[config.mk]
export PLATFORM = sky130hd
export DESIGN_NAME = reqc_s_rd_burst_flat
export DESIGN_NICKNAME = d
export VERILOG_FILES = /design/src/rtl/reqc_s_rd_burst_if.sv /design/src/rtl/reqc_s_rd_burst.sv /design/src/flat_wrapper.sv
export SDC_FILE = /design/constraint.sdc
export NUM_CORES = 1
export LEC_CHECK = 0
export ABC_AREA = 1
export CORE_UTILIZATION = 50
export DETAILED_ROUTE_END_ITERATION = 10
export PLACE_DENSITY = 0.83
export SETUP_SLACK_MARGIN = 0.1
export SYNTH_ARGS = -nofsm -noshare
export SYNTH_HDL_FRONTEND = slang
export SYNTH_SLANG_ARGS = --single-unit
[constraint.sdc]
create_clock -name clk -period 4.6 [get_ports clk]
set_input_delay 0.69 -clock clk [delete_from_list [all_inputs] [get_ports clk]]
set_output_delay 0.69 -clock clk [all_outputs]
set_load 0.01 [all_outputs]
[src/rtl/reqc_s_rd_burst_if.sv]
// Bundle for the read executor: request-queue head/pop, single-port SRAM
// read port and the r_* read-data channel. "slave" is the executor side,
// "master" is the surrounding queue / SRAM / consumer.
interface reqc_s_rd_burst_if #(
    parameter int ADR_W  = 10,
    parameter int DATA_W = 32
);
    // Request queue head and pop strobe
    logic              reqc_s_valid;
    logic [3:0]        reqc_s_id;
    logic [31:0]       reqc_s_addr;
    logic              reqc_s_rnext;
    // SRAM read port
    logic              sram_ren;
    logic [ADR_W-1:0]  sram_radr;
    logic [DATA_W-1:0] sram_rdata;
    // Read-data channel
    logic              r_valid;
    logic              r_ready;
    logic [3:0]        r_id;
    logic [DATA_W-1:0] r_data;
    logic              r_last;

    modport slave (
        input  reqc_s_valid, reqc_s_id, reqc_s_addr, sram_rdata, r_ready,
        output reqc_s_rnext, sram_ren, sram_radr, r_valid, r_id, r_data, r_last
    );

    modport master (
        output reqc_s_valid, reqc_s_id, reqc_s_addr, sram_rdata, r_ready,
        input  reqc_s_rnext, sram_ren, sram_radr, r_valid, r_id, r_data, r_last
    );
endinterface

[src/rtl/reqc_s_rd_burst.sv]
// Subordinate-side read executor. Pops one (id, addr) request, reads a
// BURST_LEN-word burst from a 1-cycle-latency SRAM and returns it on the
// r_* channel through a 2-entry buffer. SRAM reads are only issued when the
// buffer is guaranteed to have room for the returning word, so r_ready
// stalls never drop data and a steady r_ready gives one beat per cycle.
module reqc_s_rd_burst #(
    parameter int BURST_LEN = 4,
    parameter int ADR_W     = 10,
    parameter int DATA_W    = 32
) (
    input  logic               clk,
    input  logic               rst_n,
    reqc_s_rd_burst_if.slave   bus
);
    localparam int CNT_W  = $clog2(BURST_LEN + 1);
    localparam int BEAT_W = $clog2(BURST_LEN);

    typedef enum logic {
        S_IDLE  = 1'b0,
        S_BURST = 1'b1
    } state_t;

    state_t              r_state;
    state_t              w_state_nxt;

    logic [3:0]          r_cur_id;
    logic [ADR_W-1:0]    r_cur_adr;
    logic [CNT_W-1:0]    r_issue_cnt;
    logic [BEAT_W-1:0]   r_beat_cnt;
    logic                r_inflight;

    logic [DATA_W-1:0]   r_buf [2];
    logic                r_wptr;
    logic                r_rptr;
    logic [1:0]          r_occ;

    logic                w_rnext;
    logic                w_ren;
    logic                w_valid;
    logic                w_pop;
    logic                w_last;
    logic                w_burst_done;
    logic                w_credit_ok;
    logic [ADR_W-1:0]    w_radr;
    logic                w_unused_addr;

    // Only the word-address field of the byte address is used.
    assign w_unused_addr = ^{bus.reqc_s_addr[31:ADR_W+2], bus.reqc_s_addr[1:0]};

    assign w_valid      = (r_occ != 2'd0);
    assign w_pop        = w_valid & bus.r_ready;
    assign w_last       = w_valid & (r_beat_cnt == BEAT_W'(BURST_LEN - 1));
    assign w_burst_done = w_pop & w_last;

    // A new read may issue only if the buffer still has a free slot after
    // counting the word already on its way back and this cycle's pop.
    assign w_credit_ok  = ({1'b0, r_occ} + {2'b00, r_inflight}) < (3'd2 + {2'b00, w_pop});

    // Word address wraps naturally modulo 2^ADR_W.
    assign w_radr       = r_cur_adr + ADR_W'(r_issue_cnt);

    assign bus.reqc_s_rnext = w_rnext;
    assign bus.sram_ren     = w_ren;
    assign bus.sram_radr    = w_ren ? w_radr : '0;
    assign bus.r_valid      = w_valid;
    assign bus.r_id         = r_cur_id;
    assign bus.r_data       = r_buf[r_rptr];
    assign bus.r_last       = w_last;

    // FSM state register
    always_ff @(posedge clk or negedge rst_n) begin
        if (!rst_n) begin
            r_state <= S_IDLE;
        end else begin
            r_state <= w_state_nxt;
        end
    end

    // FSM next-state: one request per burst, back to IDLE on the last handshake
    always_comb begin
        w_state_nxt = r_state;
        case (r_state)
            S_IDLE:  if (bus.reqc_s_valid) w_state_nxt = S_BURST;
            S_BURST: if (w_burst_done)     w_state_nxt = S_IDLE;
            default: w_state_nxt = S_IDLE;
        endcase
    end

    // FSM outputs: single-cycle pop in IDLE, credit-gated SRAM reads in BURST
    always_comb begin
        w_rnext = 1'b0;
        w_ren   = 1'b0;
        case (r_state)
            S_IDLE:  w_rnext = bus.reqc_s_valid & rst_n;
            S_BURST: w_ren   = (r_issue_cnt < CNT_W'(BURST_LEN)) & w_credit_ok;
            default: ;
        endcase
    end

    // Latch the popped request and track issued reads / delivered beats
    always_ff @(posedge clk or negedge rst_n) begin
        if (!rst_n) begin
            r_cur_id    <= '0;
            r_cur_adr   <= '0;
            r_issue_cnt <= '0;
            r_beat_cnt  <= '0;
        end else if (w_rnext) begin
            r_cur_id    <= bus.reqc_s_id;
            r_cur_adr   <= bus.reqc_s_addr[ADR_W+1:2];
            r_issue_cnt <= '0;
            r_beat_cnt  <= '0;
        end else begin
            if (w_ren) r_issue_cnt <= r_issue_cnt + CNT_W'(1);
            if (w_pop) r_beat_cnt  <= r_beat_cnt + BEAT_W'(1);
        end
    end

    // Two-entry in-order buffer: capture the SRAM word one cycle after its read
    always_ff @(posedge clk or negedge rst_n) begin
        if (!rst_n) begin
            r_inflight <= 1'b0;
            r_buf[0]   <= '0;
            r_buf[1]   <= '0;
            r_wptr     <= 1'b0;
            r_rptr     <= 1'b0;
            r_occ      <= 2'd0;
        end else begin
            r_inflight <= w_ren;
            if (r_inflight) begin
                r_buf[r_wptr] <= bus.sram_rdata;
                r_wptr        <= ~r_wptr;
            end
            if (w_pop) r_rptr <= ~r_rptr;
            case ({r_inflight, w_pop})
                2'b10:   r_occ <= r_occ + 2'd1;
                2'b01:   r_occ <= r_occ - 2'd1;
                default: ;
            endcase
        end
    end
endmodule

[src/flat_wrapper.sv]
// flat-port wrapper written by rule: the top's interface ports become plain ports
module reqc_s_rd_burst_flat 
#(
    parameter int BURST_LEN = 4,
    parameter int ADR_W     = 10,
    parameter int DATA_W    = 32
)
  (clk, rst_n, bus_reqc_s_valid, bus_reqc_s_id, bus_reqc_s_addr, bus_sram_rdata, bus_r_ready, bus_reqc_s_rnext, bus_sram_ren, bus_sram_radr, bus_r_valid, bus_r_id, bus_r_data, bus_r_last);
  reqc_s_rd_burst_if #(.ADR_W(ADR_W), .DATA_W(DATA_W)) bus_i ();
  input  logic clk;
  input  logic rst_n;
  input wire logic [$bits(bus_i.reqc_s_valid)-1:0] bus_reqc_s_valid;
  input wire logic [$bits(bus_i.reqc_s_id)-1:0] bus_reqc_s_id;
  input wire logic [$bits(bus_i.reqc_s_addr)-1:0] bus_reqc_s_addr;
  input wire logic [$bits(bus_i.sram_rdata)-1:0] bus_sram_rdata;
  input wire logic [$bits(bus_i.r_ready)-1:0] bus_r_ready;
  output wire logic [$bits(bus_i.reqc_s_rnext)-1:0] bus_reqc_s_rnext;
  output wire logic [$bits(bus_i.sram_ren)-1:0] bus_sram_ren;
  output wire logic [$bits(bus_i.sram_radr)-1:0] bus_sram_radr;
  output wire logic [$bits(bus_i.r_valid)-1:0] bus_r_valid;
  output wire logic [$bits(bus_i.r_id)-1:0] bus_r_id;
  output wire logic [$bits(bus_i.r_data)-1:0] bus_r_data;
  output wire logic [$bits(bus_i.r_last)-1:0] bus_r_last;
  assign bus_i.reqc_s_valid = bus_reqc_s_valid;
  assign bus_i.reqc_s_id = bus_reqc_s_id;
  assign bus_i.reqc_s_addr = bus_reqc_s_addr;
  assign bus_i.sram_rdata = bus_sram_rdata;
  assign bus_i.r_ready = bus_r_ready;
  assign bus_reqc_s_rnext = bus_i.reqc_s_rnext;
  assign bus_sram_ren = bus_i.sram_ren;
  assign bus_sram_radr = bus_i.sram_radr;
  assign bus_r_valid = bus_i.r_valid;
  assign bus_r_id = bus_i.r_id;
  assign bus_r_data = bus_i.r_data;
  assign bus_r_last = bus_i.r_last;
  reqc_s_rd_burst #(.BURST_LEN(BURST_LEN), .ADR_W(ADR_W), .DATA_W(DATA_W)) u_core (.clk(clk), .rst_n(rst_n), .bus(bus_i));
endmodule
# Word-level counts from Yosys, hierarchy flattened
# Cells that the tools add are included.
[classes] order_cmp=5 addsub=7 eq_ne=3 n_reduce_logical=5 bitwise_logic=10 mux=17
[op_table] cell="32-bit 2-to-1 mux" n=4
[op_table] cell="64-bit bitwise mux" n=1
[op_table] cell="32-bit demux with 1-bit select" n=1
[op_table] cell="10-bit by 3-bit adder with 10-bit output" n=1
[op_table] cell="10-bit 2-to-1 mux" n=1
[op_table] cell="2-bit nonzero test" n=4
[op_table] cell="3-bit 2-to-1 mux" n=2
[op_table] cell="1-bit bitwise AND" n=5
[op_table] cell="2-bit by 1-bit adder with 2-bit output, second input constant" n=2
[op_table] cell="2-bit == test, second input constant" n=2
[op_table] cell="2-bit >= comparator, second input constant" n=2
[op_table] cell="1-bit 2-to-1 mux" n=4
[op_table] cell="2-bit 2-to-1 mux" n=2
[op_table] cell="1-bit NOT with 2-bit output" n=2
[op_table] cell="2-bit case mux with 2 select lines" n=1
[op_table] cell="2-bit by 1-bit adder with 3-bit output" n=1
[op_table] cell="2-bit by 1-bit adder with 3-bit output, first input constant" n=1
[op_table] cell="3-bit by 1-bit adder with 3-bit output, second input constant" n=1
[op_table] cell="3-bit < comparator" n=1
[op_table] cell="3-bit < comparator, second input constant" n=1
[op_table] cell="1-bit NOT" n=3
[op_table] cell="2-bit by 1-bit == test with 1-bit output, second input constant" n=1
[op_table] cell="2-bit by 1-bit < comparator with 1-bit output, second input constant" n=1
[op_table] cell="1-bit case mux with 2 select lines" n=1
[op_table] cell="2 further kinds" n=2
[totals] regBits=89 out_inout_bits=50 inputBits=72 elab_cells=58

# Depth between registers and ports, before layout
# Gate-level depths: netlist of run 1.
[depth] depth_word=8 depth_mapped=9 mapped_depth_nobuf=9

# Least setup slack after synthesis of run 1
# No wires, ideal clock.
[synth_path] path_type="flip-flop to output port" startpoint="register u_core.r_issue_cnt[0]" endpoint="output bus_sram_radr[6]" path_slack_ps=2341 stages_incl_launch_ff=9 path_buffers=0 required_ps=3910 arrival_time_ps=1569 cell_sequence="dfrtp_1 > ha_1 > inv_1 > fa_1 > inv_1 > nand2_1 > a21oi_2 > a21oi_1 > nor2_1"
[synth_between] elab_chain_cells=4 word_cells_on_any_way=5 cone_classes="1 x add/sub; 1 x order compare; 2 x mux; 1 x bitwise"
[synth_lines] item="start: declaration" line_no="reqc_s_rd_burst.sv:28" text="logic [CNT_W-1:0] r_issue_cnt;"
[synth_lines] item="start signal: assignment" line_no="reqc_s_rd_burst.sv:113" text="if (w_ren) r_issue_cnt <= r_issue_cnt + CNT_W'(1);"
[synth_lines] item="branches (longest 3 deep; another with 10-bit by 3-bit adder with 10-bit output)"
[synth_lines] item="10-bit 2-to-1 mux *" line_no="reqc_s_rd_burst.sv:64" text="assign bus.sram_radr = w_ren ? w_radr : '0;"
[synth_lines] item="end: declaration" line_no="flat_wrapper.sv:19" text="output wire logic [$bits(bus_i.sram_radr)-1:0] bus_sram_radr;"
# Mark *: on every way between the ends.

# Worst setup path in the final report of run 1
[layout_path] startpoint="register u_core.r_occ[0]" endpoint="output bus_sram_radr[8]"
[layout_between] elab_chain_cells=7 word_cells_on_any_way=8 cone_classes="2 x add/sub; 1 x order compare; 2 x mux; 2 x bitwise; 1 x reduce/logical"
[layout_lines] item="start: declaration" line_no="reqc_s_rd_burst.sv:35" text="logic [1:0] r_occ;"
[layout_lines] item="start signal: assignment" line_no="reqc_s_rd_burst.sv:135" text="2'b10: r_occ <= r_occ + 2'd1;"
[layout_lines] item="start signal: assignment" line_no="reqc_s_rd_burst.sv:136" text="2'b01: r_occ <= r_occ - 2'd1;"
[layout_lines] item="2-bit nonzero test" line_no="reqc_s_rd_burst.sv:50" text="assign w_valid = (r_occ != 2'd0);"
[layout_lines] item="1-bit bitwise AND" line_no="reqc_s_rd_burst.sv:51" text="assign w_pop = w_valid & bus.r_ready;"
[layout_lines] item="2-bit by 1-bit adder with 3-bit output" line_no="reqc_s_rd_burst.sv:57" text="assign w_credit_ok = ({1'b0, r_occ} + {2'b00, r_inflight}) < (3'd2 + {2'b00, w_pop});"
[layout_lines] item="3-bit < comparator *" line_no="reqc_s_rd_burst.sv:57"
[layout_lines] item="1-bit bitwise AND *" line_no="reqc_s_rd_burst.sv:95" text="S_BURST: w_ren = (r_issue_cnt < CNT_W'(BURST_LEN)) & w_credit_ok;"
[layout_lines] item="1-bit 2-to-1 mux *" line_no="reqc_s_rd_burst.sv:93" text="case (r_state)"
[layout_lines] item="10-bit 2-to-1 mux *" line_no="reqc_s_rd_burst.sv:64"
# Every way passes the cells marked *; elsewhere a longest branch is shown, timed or not.

==> impl_metrics.yaml, run 1 <==
finish:
  layout_commonest_cell: "nand2_1"
  final_layout_size_suffix_gt1_frac: 0.0959
  stdcell_count: 720
  final_nets: 691
  fillerInstances: 674
  utilization: 0.665
  diodes: 0
  layout_common_cells: "nand2_1 (225), clkdlybuf4s50_1 (98), dfrtp_1 (89)"
  area_growth_pct: 28.2
route:
  ant_nets: 0
  post_drt_wl_per_cell_um: 12.7
  drtPass1Iterations: 4
  drcViolationCount: 0
  initialDrtViolationCount: 172
  drt-total-wl_mm: 9.12
  via_per_inst: 4.88
  vias: 3513
grt:
  grt_start_max_net_pins: 66
  grt_pass1_vias: 3334
  antenna_found_initial: 0
  grt_usage: 0.218
  grt_pass1_wl_mm: 15.1
  grt_overflow: 0
critical_path:
  regToRegStartpoint: "u_core.r_inflight"
  ff2ff_setup_slack_ps: 2830
  critical_path.max_fanout: 11
  cp-start-kind: "flop"
  setup.worst_path.class: "flop to output pin"
  end_kind: "output pin"
  crit_arrival_ps: 2580
  reg2reg_depth: 5
  cp-endpoint: "bus_sram_radr[8]"
  reg2reg_to: "u_core.r_buf[51]"
  cp-startpoint: "u_core.r_occ[0]"
  worstPathRequired_ps: 3910
yosys:
  synth_cell_type_count: 29
  netlist_area_um2: 4260
  postSynthAreaPerCell_um2: 8.22
  synth.area.top_cells: "dfrtp_1 (52%), nand2_1 (20%), o21ai_2 (4.7%), o21ai_0 (4.6%), inv_1 (4.1%)"
  synth.top_cell.area_share: 0.522
  synth_seq_cells: 89
  synthCells: 519
  syn_nets: 600
  synth_top_area_cell: "dfrtp_1"
  yosys_warnings: 0
  seq_area_frac_synth: 0.522
timing:
  finalSetupTns_ps: 0
  period_needed_ps: 3270
  rsz0062_at_grt: "false"
  slew_headroom: 0.313
  tightest_slew_ps: 1030
  fmax_ghz: 0.305
  hold-worst-slack_ps: 231
  period_share: 0.712
  fin_skew_ps: 9.15
  drv_slew: 0
  hold_viol: 0
  finalSetupViolCount: 0
floorplan:
  rows: 33
  fp.dieW_um: 94.4
  die-area_um2: 8900
  pin_count: 122
  die_h_um: 94.4
  core_um2: 8220
  start_util: 0.519
clock_network:
  clkTransAtPathRegs_ps: 90
  cts-root-buf: "clkbuf_8"
  clkLatencyLatePin_ps: 350
  cts_resized: 0
  cts_max_level: 3
  clock_path_buffers: 2
  cts_tree: "built"
  cts_num_sinks: 89
  numCtsBuffers: 9
  hold_buffers: 0
  postCtsSetupRepairBufs: 0
place:
  routabilityCongestion: 0.878
  dp_cells: 704
  hpwl_mm: 6.18
  port_buffers: 99
min_path:
  hold_class: "input port to async pin"
power:
  p_per_area_nw_per_um2: 733
  ir_worst_vdd_mv: 0.435
  leakage_nw: 2.77
job:
  cap_violations: 0
outcome:
  status: "completed"
critical path, stage by stage (launching register included):
cell and delay (ps):
dfrtp_1 440, ha_1 230, ha_1 180, nor3_1 280, nand2_2 230, inv_2 180
nand2_1 60, nor2_1 90, clkdlybuf4s50_1 540
state kept, by name, summed over array words and instances (netlist names):
| register | count |
|---|---|
| u_core.bus.r_id | 4 |
| u_core.r_beat_cnt | 2 |
| u_core.r_buf | 64 |
| u_core.r_cur_adr | 10 |
| u_core.r_inflight | 1 |
| u_core.r_issue_cnt | 3 |
| u_core.r_occ | 2 |
| u_core.r_rptr | 1 |
| u_core.r_state | 1 |
| u_core.r_wptr | 1 |
power breakdown:
group / total [mW] / switching [mW] / internal [mW]
Sequential: 1.39 / 0.224 / 1.17
Combinational: 2.09 / 1.12 / 0.971
Clock: 0.526 / 0.274 / 0.252
Total: 4.01 / 1.62 / 2.39
cell usage after synthesis:
cell and number:
a21oi_2 1, dfrtp_1 89, inv_2 5, nand3_1 7, or2_1 1, a21oi_1 5
buf_2 5, inv_1 47, o21ai_1 9, nand2_4 1, nand4_1 3, buf_6 7
clkbuf_1 11, fa_1 1, nand3_2 2, o21bai_1 1, nor3_2 1, ha_1 8
nand2_2 2, clkinv_1 1, xnor2_1 1, or2_2 1, nor2_1 16, nand2_1 226
xor2_1 4, o21ai_2 23, nor3_1 1, nor3b_2 1, o21ai_0 39
worst min-delay path by stage:
stage               cells past startpoint             start  slack [ps]                  to
finish                                  1             rst_n         230    u_core.r_buf[25]
global route                            1             rst_n         240    u_core.r_buf[57]
CTS                                     1             rst_n         240    u_core.r_buf[57]
detailed placement                      2  u_core.r_buf[48]         470    u_core.r_buf[48]
global placement                        2  u_core.r_buf[45]         460    u_core.r_buf[45]
floorplan                               0             rst_n         390  u_core.bus.r_id[0]
logic make-up (layout without fill, tap and decap cells):
group / count (synthesis) / after routing / share of synthesized area
AO/OA/AOI/OAI: 78 / 78 / 0.113
XOR/XNOR: 5 / 5 / 0.0103
adder cells (fa/ha/maj): 9 / 9 / 0.0282
buffers and inverters: 76 / 172 / 0.0807
flip-flops: 89 / 89 / 0.522
AND/OR/NAND/NOR: 262 / 262 / 0.245
cell type report:
class                           count  area (µm²)  share of cell area
Sequential cell                    89        2230               0.407
Tap cell                          105         131              0.0240
Inverter                           53         199              0.0364
Clock buffer                       10         128              0.0233
Multi-Input combinational cell    354        1700               0.310
Timing Repair Buffer              103        1020               0.186
Clock inverter                      6        68.8              0.0126
metal layers:
| metal | global-route usage | wire [µm] |
|---|---|---|
| met1 | 0.292 | 4120 |
| met2 | 0.365 | 4410 |
| met3 | 0.0338 | 503 |
| met4 | 0.0667 | 87 |
| met5 | 0 | 0 |
stage by stage:
step | power [mW] | worst slack (ps) | area (µm²)
6_report | 4.01 | 1330 | 5470
5_1_grt | 4.35 | 1080 | 5470
4_1_cts | 4.04 | 1300 | 5470
3_5_place_dp | 3.50 | 1400 | 5270
3_3_place_gp | 3.42 | 1390 | 5270
2_1_floorplan | 2.65 | 2340 | 4260
Power figures use the tool's default switching activity.
==> run 2: changes to the inputs <==
Settings changed: CORE_UTILIZATION 50 to 43, PLACE_DENSITY 0.83 to 0.76.
Clock period 4.6 ns to 2.7 ns, I/O delays scaled along.
==> impl_metrics.yaml, run 2 (synthesis results as in run 1) <==
outcome:
  status: "completed"
finish:
  final_layout_size_suffix_gt1_frac: 0.127
  layout_common_cells: "nand2_1 (224), dfrtp_1 (89), clkdlybuf4s50_1 (87)"
  utilization: 0.595
  diodes: 0
  area_growth_pct: 31.4
  final_nets: 704
  largest_reg_flops: 64
  stdcell_count: 757
  layout_commonest_cell: "nand2_1"
  fillerInstances: 849
  regMostFlops: "u_core.r_buf"
route:
  via_per_inst: 4.72
  initialDrtViolationCount: 197
  ant_nets: 0
  vias: 3575
  drt-total-wl_mm: 9.49
  post_drt_wl_per_cell_um: 12.5
  drcViolationCount: 0
  drtPass1Iterations: 4
power:
  p_comb_frac: 0.529
  p_seq_frac: 0.342
  swShare: 0.403
  ir_worst_vdd_mv: 0.711
  clockPowerShare: 0.129
  p_per_area_nw_per_um2: 1230
  leakage_nw: 2.89
  p_sw_mw: 2.77
  internal-power_mw: 4.10
grt:
  grt_pass1_wl_mm: 16.0
  grt_pass1_vias: 3458
  grt_usage: 0.200
  antenna_found_initial: 0
  grt_start_max_net_pins: 65
  grt_overflow: 0
place:
  routabilityCongestion: 0.828
  port_buffers: 99
  post-place-ws_ps: 61.4
  dp_cells: 733
  hpwl_mm: 6.36
timing:
  tightest_slew_ps: 1020
  period_share: 0.922
  finalSetupViolCount: 0
  hold_viol: 0
  rsz0062_at_grt: "true"
  slew_headroom: 0.317
  hold-worst-slack_ps: 209
  finalSetupTns_ps: 0
  fin_skew_ps: 4.77
  period_needed_ps: 2490
  setup_slack_ps: 211
  fmax_ghz: 0.402
  drv_slew: 0
floorplan:
  pin_count: 122
  die_h_um: 102
  rows: 35
  die-area_um2: 10300
  start_util: 0.453
  core_um2: 9420
  fp.dieW_um: 102
job:
  cap_violations: 0
clock_network:
  cts_max_level: 3
  clkTransAtPathRegs_ps: 80
  cts-root-buf: "clkbuf_8"
  cts_num_sinks: 89
  cts_tree: "built"
  clock_path_buffers: 2
  hold_buffers: 0
  numCtsBuffers: 9
  clkLatencyLatePin_ps: 340
critical_path:
  crit_arrival_ps: 2080
  ff2ff_setup_slack_ps: 960
  worstPathRequired_ps: 2300
  setup.worst_path.class: "flop to output pin"
  cp-start-kind: "flop"
  critical_path.max_fanout: 5
  end_kind: "output pin"
min_path:
  hold_class: "input port to async pin"
==> run 2: per-layer routing <==
metal	share of wire	wire, µm	global-route usage	vias to the layer above
met5	0	0	0	-
met1	0.44	4220	0.265	1661
met4	0.0027	26	0.0535	0
li1	-	-	-	1807
met2	0.50	4710	0.332	103
met3	0.056	535	0.0442	4
==> run 2: final timing paths <==
| kind | from | to | cells past startpoint |
|---|---|---|---|
| max | u_core.r_issue_cnt[2] | bus_sram_radr[3] | 6 |
| min | rst_n | u_core.r_cur_adr[9] | 2 |
| max reg2reg | u_core.r_occ[0] | u_core.r_occ[1] | 9 |
| min reg2reg | u_core.r_buf[8] | u_core.r_buf[8] | 2 |
| max in group asynchronous | rst_n | u_core.r_buf[50] | 3 |
| min in group clk | u_core.r_buf[8] | u_core.r_buf[8] | 2 |
==> run 2: cell type report <==
class,instances,area [µm²],area share
clock buffer,9,124,0.0221
clock inverter,7,71.3,0.0127
inverter,53,201,0.0360
multi-input combinational,354,1710,0.306
sequential,89,2230,0.398
tap,129,161,0.0288
timing repair buffer,116,1100,0.197
==> run 2: repair_timing <==
action,4_1_cts,5_1_grt
pin swaps,2,3
resized for setup,21,4
hold endpoints to repair,0,0
cloned,0,0
setup buffers,6,2
endpoints found under the setup margin,11,10
==> run 2: worst max-delay path, cell delays in order (launching register included) <==
cell	delay, ps
dfrtp_1	420
ha_1	370
or2_2	320
nand2_1	130
xor2_1	160
nor2_1	60
dlygate4sd2_1	280
==> run 2: metrics by stage <==
stage / cell area (µm²) / power [mW]
2_1_floorplan: 4260 / 4.51
3_3_place_gp: 5350 / 5.92
3_5_place_dp: 5350 / 6.02
4_1_cts: 5600 / 6.94
5_1_grt: 5600 / 7.51
6_report: 5600 / 6.87
==> run 2: power by group through the flow <==
stage / Combinational [mW] / Clock (mW) / Sequential [mW]
finish: 3.63 / 0.887 / 2.35
global route: 4.10 / 0.982 / 2.43
CTS: 3.67 / 0.929 / 2.34
detailed placement: 3.65 / 0 / 2.38
global placement: 3.57 / 0 / 2.35
floorplan: 2.21 / 0 / 2.31
